==> config.mk <==
export PLATFORM = sky130hd
export DESIGN_NAME = uart_blk_sequencer_flat
export DESIGN_NICKNAME = d
export VERILOG_FILES = /design/src/rtl/uart_blk_sequencer_pkg.sv /design/src/rtl/uart_blk_sequencer_if.sv /design/src/rtl/uart_blk_sequencer_ce_divider.sv /design/src/rtl/uart_blk_sequencer.sv /design/src/flat_wrapper.sv
export SDC_FILE = /design/constraint.sdc
export NUM_CORES = 2
export LEC_CHECK = 0
export BUFFER_PORTS_ARGS = -buffer_cell sky130_fd_sc_hd__buf_4
export CORE_ASPECT_RATIO = 1.4
export CORE_MARGIN = 8
export CORE_UTILIZATION = 65
export CTS_CLUSTER_SIZE = 40
export DETAILED_ROUTE_END_ITERATION = 8
export PLACE_DENSITY_LB_ADDON = 0.3
export REMOVE_ABC_BUFFERS = 1
export SYNTH_ARGS = -nofsm -noshare
export SYNTH_HDL_FRONTEND = slang
export SYNTH_SLANG_ARGS = --single-unit
==> constraint.sdc <==
create_clock -name clk -period 7 [get_ports clk]
set_clock_uncertainty 0.1 [all_clocks]
set_input_delay 1.4 -clock clk [delete_from_list [all_inputs] [get_ports clk]]
set_output_delay 1.4 -clock clk [all_outputs]
set_load 0.01 [all_outputs]
==> src/rtl/uart_blk_sequencer_pkg.sv <==
// Shared types and constants for the UART block sequencer.
// State encoding, battery level codes and default divider ratios.
package uart_blk_sequencer_pkg;

   typedef enum logic [1:0] {
      S_KEY  = 2'd0,
      S_FILL = 2'd1,
      S_CIPH = 2'd2,
      S_TX   = 2'd3
   } state_e;

   localparam logic [1:0] LVL_FULL  = 2'd1;
   localparam logic [1:0] LVL_MID   = 2'd2;
   localparam logic [1:0] LVL_RESET = 2'd3;

   localparam int DIV_L1_DEF = 1;
   localparam int DIV_L2_DEF = 4;
   localparam int DIV_L3_DEF = 8;

   function automatic int max2(
      input int a,
      input int b
   );
      return (a > b) ? a : b;
   endfunction

endpackage

==> src/rtl/uart_blk_sequencer_if.sv <==
// Bundle between the UART/cipher glue and its surroundings.
// master drives RX bytes and cipher/TX status; slave is the sequencer.
interface uart_blk_sequencer_if #(
   parameter int KEY_W = 128,
   parameter int RND_W = 384,
   parameter int GRP_W = 32
);

   logic [7:0]       rx_byte;
   logic             rx_valid;
   logic             flush;
   logic [1:0]       battery_level;
   logic             cipher_done;
   logic             tx_done;

   logic [KEY_W-1:0] key;
   logic [RND_W-1:0] round_data;
   logic             cipher_start;
   logic             cipher_ce;
   logic             tx_start;
   logic [GRP_W-1:0] group_num;
   logic             busy;
   logic             overrun;

   modport master (
      output rx_byte,
      output rx_valid,
      output flush,
      output battery_level,
      output cipher_done,
      output tx_done,
      input  key,
      input  round_data,
      input  cipher_start,
      input  cipher_ce,
      input  tx_start,
      input  group_num,
      input  busy,
      input  overrun
   );

   modport slave (
      input  rx_byte,
      input  rx_valid,
      input  flush,
      input  battery_level,
      input  cipher_done,
      input  tx_done,
      output key,
      output round_data,
      output cipher_start,
      output cipher_ce,
      output tx_start,
      output group_num,
      output busy,
      output overrun
   );

endinterface

==> src/rtl/uart_blk_sequencer_ce_divider.sv <==
// Cipher clock-enable generator: ratio picked from the battery level
// latched at launch, counter restarted so the launch cycle is enabled.
module uart_blk_sequencer_ce_divider
   import uart_blk_sequencer_pkg::*;
#(
   parameter int DIV_L1 = DIV_L1_DEF,
   parameter int DIV_L2 = DIV_L2_DEF,
   parameter int DIV_L3 = DIV_L3_DEF
) (
   input  logic       clk,
   input  logic       Rst_n,
   input  logic       restart_i,
   input  logic [1:0] lvl_i,
   input  logic       en_i,
   output logic       ce_o
);

   localparam int DMAX = max2(max2(DIV_L1, DIV_L2), DIV_L3);
   localparam int CW   = (DMAX > 1) ? $clog2(DMAX) : 1;

   localparam logic [CW-1:0] LAST_L1 = CW'(DIV_L1 - 1);
   localparam logic [CW-1:0] LAST_L2 = CW'(DIV_L2 - 1);
   localparam logic [CW-1:0] LAST_L3 = CW'(DIV_L3 - 1);

   logic [1:0]    lvl_q;
   logic [CW-1:0] cnt_q;
   logic [CW-1:0] cnt_d;
   logic [CW-1:0] last;

   always_comb begin
      last = LAST_L3;
      unique case (1'b1)
         (lvl_q == LVL_FULL): last = LAST_L1;
         (lvl_q == LVL_MID):  last = LAST_L2;
         default:             last = LAST_L3;
      endcase
   end

   always_comb begin
      cnt_d = cnt_q;
      if (restart_i) begin
         cnt_d = '0;
      end else if (en_i) begin
         cnt_d = (cnt_q == last) ? '0 : cnt_q + 1'b1;
      end
   end

   always_ff @(posedge clk or negedge Rst_n) begin
      if (!Rst_n) begin
         lvl_q <= LVL_RESET;
         cnt_q <= '0;
      end else begin
         cnt_q <= cnt_d;
         if (restart_i) begin
            lvl_q <= lvl_i;
         end
      end
   end

   assign ce_o = en_i & (cnt_q == '0);

endmodule

==> src/rtl/uart_blk_sequencer.sv <==
// UART/cipher glue: builds key and rounds from RX bytes, launches the
// cipher, hands off to TX and counts completed groups.
module uart_blk_sequencer
   import uart_blk_sequencer_pkg::*;
#(
   parameter int BLK_W         = 128,
   parameter int BLK_PER_ROUND = 3,
   parameter int KEY_W         = 128,
   parameter int GRP_W         = 32,
   parameter int DIV_L1        = DIV_L1_DEF,
   parameter int DIV_L2        = DIV_L2_DEF,
   parameter int DIV_L3        = DIV_L3_DEF
) (
   input logic                clk,
   input logic                Rst_n,
   uart_blk_sequencer_if.slave bus
);

   localparam int RND_W = BLK_W * BLK_PER_ROUND;
   localparam int KB    = KEY_W / 8;
   localparam int RB    = RND_W / 8;
   localparam int CW    = $clog2(max2(KB, RB) + 1);

   localparam logic [CW-1:0] KB_LAST = CW'(KB - 1);
   localparam logic [CW-1:0] RB_FULL = CW'(RB);

   state_e           state_q;
   logic [KEY_W-1:0] key_q;
   logic [RND_W-1:0] rnd_q;
   logic [CW-1:0]    cnt_q;
   logic             start_q;
   logic             tx_q;
   logic [GRP_W-1:0] grp_q;
   logic             ovr_q;

   logic [RND_W-1:0] fill_dat_d;
   logic [CW-1:0]    fill_cnt_d;
   logic [CW-1:0]    pad_cnt_d;
   logic [RND_W-1:0] pad_dat_d;
   logic             launch_d;
   logic             ce;

   // Byte accepted first, then flush left-justifies what is there.
   always_comb begin
      fill_dat_d = rnd_q;
      fill_cnt_d = cnt_q;
      if (bus.rx_valid) begin
         fill_dat_d = {rnd_q[RND_W-9:0], bus.rx_byte};
         fill_cnt_d = cnt_q + 1'b1;
      end
      launch_d  = (fill_cnt_d == RB_FULL) ||
                  (bus.flush && (fill_cnt_d != '0));
      pad_cnt_d = RB_FULL - fill_cnt_d;
      pad_dat_d = fill_dat_d << {pad_cnt_d, 3'b000};
   end

   always_ff @(posedge clk or negedge Rst_n) begin
      if (!Rst_n) begin
         state_q <= S_KEY;
         key_q   <= '0;
         rnd_q   <= '0;
         cnt_q   <= '0;
         start_q <= 1'b0;
         tx_q    <= 1'b0;
         grp_q   <= '0;
         ovr_q   <= 1'b0;
      end else begin
         start_q <= 1'b0;
         tx_q    <= 1'b0;
         unique case (state_q)
            S_KEY: begin
               if (bus.rx_valid) begin
                  key_q <= {key_q[KEY_W-9:0], bus.rx_byte};
                  if (cnt_q == KB_LAST) begin
                     cnt_q   <= '0;
                     state_q <= S_FILL;
                  end else begin
                     cnt_q <= cnt_q + 1'b1;
                  end
               end
            end
            S_FILL: begin
               if (launch_d) begin
                  rnd_q   <= pad_dat_d;
                  cnt_q   <= '0;
                  start_q <= 1'b1;
                  state_q <= S_CIPH;
               end else begin
                  rnd_q <= fill_dat_d;
                  cnt_q <= fill_cnt_d;
               end
            end
            S_CIPH: begin
               if (bus.rx_valid) begin
                  ovr_q <= 1'b1;
               end
               // A done level still high from the last round is stale.
               if (bus.cipher_done && !start_q) begin
                  tx_q    <= 1'b1;
                  state_q <= S_TX;
               end
            end
            S_TX: begin
               if (bus.rx_valid) begin
                  ovr_q <= 1'b1;
               end
               if (bus.tx_done) begin
                  grp_q   <= grp_q + 1'b1;
                  cnt_q   <= '0;
                  state_q <= S_FILL;
               end
            end
            default: begin
               state_q <= S_KEY;
            end
         endcase
      end
   end

   uart_blk_sequencer_ce_divider #(
      .DIV_L1 (DIV_L1),
      .DIV_L2 (DIV_L2),
      .DIV_L3 (DIV_L3)
   ) u_ce_div (
      .clk       (clk),
      .Rst_n     (Rst_n),
      .restart_i ((state_q == S_FILL) && launch_d),
      .lvl_i     (bus.battery_level),
      .en_i      (state_q == S_CIPH),
      .ce_o      (ce)
   );

   assign bus.key          = key_q;
   assign bus.round_data   = rnd_q;
   assign bus.cipher_start = start_q;
   assign bus.cipher_ce    = ce;
   assign bus.tx_start     = tx_q;
   assign bus.group_num    = grp_q;
   assign bus.busy         = (state_q == S_CIPH) || (state_q == S_TX);
   assign bus.overrun      = ovr_q;

endmodule
==> src/flat_wrapper.sv <==
// flat-port wrapper written by rule: the top's interface ports become plain ports
module uart_blk_sequencer_flat import uart_blk_sequencer_pkg::*;
#(
   parameter int BLK_W         = 128,
   parameter int BLK_PER_ROUND = 3,
   parameter int KEY_W         = 128,
   parameter int GRP_W         = 32,
   parameter int DIV_L1        = DIV_L1_DEF,
   parameter int DIV_L2        = DIV_L2_DEF,
   parameter int DIV_L3        = DIV_L3_DEF
)
  (clk, Rst_n, bus_rx_byte, bus_rx_valid, bus_flush, bus_battery_level, bus_cipher_done, bus_tx_done, bus_key, bus_round_data, bus_cipher_start, bus_cipher_ce, bus_tx_start, bus_group_num, bus_busy, bus_overrun);
  uart_blk_sequencer_if #(.KEY_W(KEY_W), .GRP_W(GRP_W)) bus_i ();
  input logic clk;
  input logic Rst_n;
  input wire logic [$bits(bus_i.rx_byte)-1:0] bus_rx_byte;
  input wire logic [$bits(bus_i.rx_valid)-1:0] bus_rx_valid;
  input wire logic [$bits(bus_i.flush)-1:0] bus_flush;
  input wire logic [$bits(bus_i.battery_level)-1:0] bus_battery_level;
  input wire logic [$bits(bus_i.cipher_done)-1:0] bus_cipher_done;
  input wire logic [$bits(bus_i.tx_done)-1:0] bus_tx_done;
  output wire logic [$bits(bus_i.key)-1:0] bus_key;
  output wire logic [$bits(bus_i.round_data)-1:0] bus_round_data;
  output wire logic [$bits(bus_i.cipher_start)-1:0] bus_cipher_start;
  output wire logic [$bits(bus_i.cipher_ce)-1:0] bus_cipher_ce;
  output wire logic [$bits(bus_i.tx_start)-1:0] bus_tx_start;
  output wire logic [$bits(bus_i.group_num)-1:0] bus_group_num;
  output wire logic [$bits(bus_i.busy)-1:0] bus_busy;
  output wire logic [$bits(bus_i.overrun)-1:0] bus_overrun;
  assign bus_i.rx_byte = bus_rx_byte;
  assign bus_i.rx_valid = bus_rx_valid;
  assign bus_i.flush = bus_flush;
  assign bus_i.battery_level = bus_battery_level;
  assign bus_i.cipher_done = bus_cipher_done;
  assign bus_i.tx_done = bus_tx_done;
  assign bus_key = bus_i.key;
  assign bus_round_data = bus_i.round_data;
  assign bus_cipher_start = bus_i.cipher_start;
  assign bus_cipher_ce = bus_i.cipher_ce;
  assign bus_tx_start = bus_i.tx_start;
  assign bus_group_num = bus_i.group_num;
  assign bus_busy = bus_i.busy;
  assign bus_overrun = bus_i.overrun;
  uart_blk_sequencer #(.BLK_W(BLK_W), .BLK_PER_ROUND(BLK_PER_ROUND), .KEY_W(KEY_W), .GRP_W(GRP_W), .DIV_L1(DIV_L1), .DIV_L2(DIV_L2), .DIV_L3(DIV_L3)) u_core (.clk(clk), .Rst_n(Rst_n), .bus(bus_i));
endmodule
==> flow_metrics.env <==
export IMPL_final_common_cell="mux2i_1"
export IMPL_syn_area_um2=47500
export IMPL_cp_arrival_ps=6210
export IMPL_timing_final_crit_share_pct=81.9
export IMPL_dr_pass1_iters=9
export IMPL_cts_tree="done"
export IMPL_fmax_ghz=0.174
export IMPL_wire_per_inst_um=31.1
export IMPL_root_buffer="clkbuf_16"
export IMPL_cp_max_fo=53
export IMPL_violations="design-rule violations"
export IMPL_endpoint_kind="flip-flop"
export IMPL_relSlewSlack_pct=8.88
export IMPL_hold_class="flip-flop to flip-flop"
export IMPL_fp_dieH_um=336
export IMPL_cap_violations=0
export IMPL_power_density_nw_per_um2=484
export IMPL_die_w_um=244
export IMPL_numClockSinks=560
export IMPL_wl_met3_um=21200
export IMPL_top_layer_used="met5"
export IMPL_vias=43400
export IMPL_synth_edf_count=0
export IMPL_initial_core_util_pct=65.5
export IMPL_layout_area_overhead_vs_synth_pct=13.0
export IMPL_route_met2_wl_um=81200
export IMPL_worst_pin_slew_ps=1370
export IMPL_post_cts_buffers=0
export IMPL_grt_max_degree=210
export IMPL_h_tree_depth=2
export IMPL_drcViolationCount=5
export IMPL_final_layout_size_suffix_gt1_share_pct=32.3
export IMPL_place_ws_ps=1020
export IMPL_core_um2=72500
export IMPL_globalRouteTotalUtil_pct=41.7
export IMPL_synth_flop_cell="dfrtp_1"
export IMPL_mostFrequentLayoutCells="mux2i_1 (966), buf_4 (605), mux2_2 (587), dfrtp_1 (557), a22oi_1 (272)"
export IMPL_fin_ws_ps=1270
export IMPL_yosys_area_top_type_share_pct=29.4
export IMPL_status="finished, violations left"
export IMPL_required_ps=7470
export IMPL_fin_tns_setup_ps=0
export IMPL_rows=117
export IMPL_synth_top_area_cell="dfrtp_1"
export IMPL_cts_path_max_buffers=3
export IMPL_regArea_um2=14000
export IMPL_wirelength_um=179000
export IMPL_layout_nets=4778
export IMPL_die_area_um2=82100
export IMPL_ys_seq_area_share_pct=29.5
export IMPL_postCtsResizedCells=0
export IMPL_final_core_util_pct=74.0
export IMPL_layout_cells_non_filler=5752
export IMPL_setup_viol=0
export IMPL_slew_viol_final=0
export IMPL_drtIter0Drc=6601
export IMPL_cts_reportedPaths_clkPinSlew_ps=70
export IMPL_ys_warn_count=0
export IMPL_async_reset_ff_share_pct=100
export IMPL_port_buffers=564
export IMPL_via_per_inst=7.54
export IMPL_place_hpwl_um=120000
export IMPL_p_leak_nw=24.9
export IMPL_met1Wirelength_um=62600
export IMPL_numCtsBuffers=58
export IMPL_worstSetupStartpointType="flip-flop"
export IMPL_dp_cells=5642
export IMPL_postSynthAreaPerCell_um2=10.5
export IMPL_path_class="flip-flop to flip-flop"
export IMPL_grt_pass1_vias=42700
export IMPL_n_fill_cell=5238
export IMPL_hold_viol_final=0
export IMPL_ant_nets=0
export IMPL_syn_instance_count=4505
export IMPL_rsz0062_at_grt="no"
export IMPL_cts_hold_buffers=0
export IMPL_clk_latency_ps=660
export IMPL_grt_antenna_before_repair=4
export IMPL_synth_area_top_cells="dfrtp_1 (29%), mux2i_1 (20%), mux2_2 (14%)"
export IMPL_ios=565
export IMPL_synth_seq_cells=560
export IMPL_place_congestion=0.985
export IMPL_synth_cell_types=82
export IMPL_finalCriticalPeriod_ps=5730
export IMPL_diodes=0
export IMPL_ir_worst_vdd_v=0.000771
export IMPL_overflow=0
export IMPL_grt_pass1_wl_um=270000
export IMPL_multi_input_area_um2=31100
==> routing by layer <==
| metal | global-route usage (%) | up-vias |
|---|---|---|
| met3 | 11.5 | 828 |
| met5 | 0 | - |
| met4 | 27.4 | 4 |
| met2 | 65.1 | 3264 |
| met1 | 50.7 | 21300 |
| li1 | - | 17900 |
==> worst max-delay path, cell delays in order, from the launching register on <==
cell,delay (ps)
dfrtp_4,1040
ha_1,390
mux2i_1,230
ha_4,210
inv_1,80
nor3_2,480
nand3_4,700
a21oi_1,570
and4_2,1070
buf_4,440
a222oi_1,150
o21ai_1,130
==> cells in the mapped netlist, drive strengths merged (91+ instances only) <==
library cell / n
o21ai: 307
inv: 93
mux4: 184
dfrtp: 558
clkbuf: 164
a22oi: 272
buf: 280
nand2: 119
nor3: 91
mux2i: 966
a21oi: 182
nor2: 141
mux2: 592
==> sequential cells by signal (all words and copies together), names as in the netlist <==
name and count:
u_core.bus.overrun 1, u_core.bus.group_num 32, u_core.u_ce_div.lvl_q 2, u_core.u_ce_div.cnt_q 3
u_core.cnt_q 6, u_core.state_q 2, u_core.bus.round_data 384, u_core.bus.key 128
u_core.bus.tx_start 1, u_core.bus.cipher_start 1
==> path summary, 6_finish.rpt <==
path / from / endpoint / slack [ps] / cells after the start
max: u_core.cnt_q[0] / u_core.bus.round_data[318] / 1270 / 11
min: u_core.u_ce_div.lvl_q[0] / u_core.u_ce_div.lvl_q[0] / 370 / 2
max reg2reg: u_core.cnt_q[0] / u_core.bus.round_data[318] / 1270 / 11
min reg2reg: u_core.u_ce_div.lvl_q[0] / u_core.u_ce_div.lvl_q[0] / 370 / 2
max in group asynchronous: Rst_n / u_core.bus.round_data[368] / 4690 / 2
min in group asynchronous: Rst_n / u_core.bus.key[21] / 640 / 1
==> cell families (layout without fill, tap and decap cells) <==
family	Yosys count	in the layout	synth area share (%)
compound gates	1094	1094	15.5
simple gates	516	516	5.19
mux	1742	1742	43.1
buf+inv	537	832	5.40
fa+ha+maj	12	12	0.316
xor+xnor	44	44	1.00
flops	560	560	29.5
==> final cells by class <==
type                    count  share of cell area, %
multi-input cells        3408                   57.9
repair buffers            629                   9.34
well taps                 952                   2.22
clock inverters            32                  0.609
inverters                  93                  0.665
clock buffers              78                   3.13
flip-flops and latches    560                   26.1
==> through the flow <==
step           hold WS (ps)  cell area, um2  total power [W]
2_1_floorplan           337           45300           0.0160
3_3_place_gp            350           51600           0.0217
3_5_place_dp            365           51600           0.0220
4_1_cts                 374           53600           0.0254
5_1_grt                 401           53600           0.0268
6_report                371           53600           0.0259
==> power breakdown <==
part           switching, W  internal (W)  leakage, nW
logic                0.0104       0.00699         16.3
registers           0.00130       0.00393         7.62
clock network       0.00147       0.00187        0.994
Note: power is estimated with default switching activity, not from simulation.
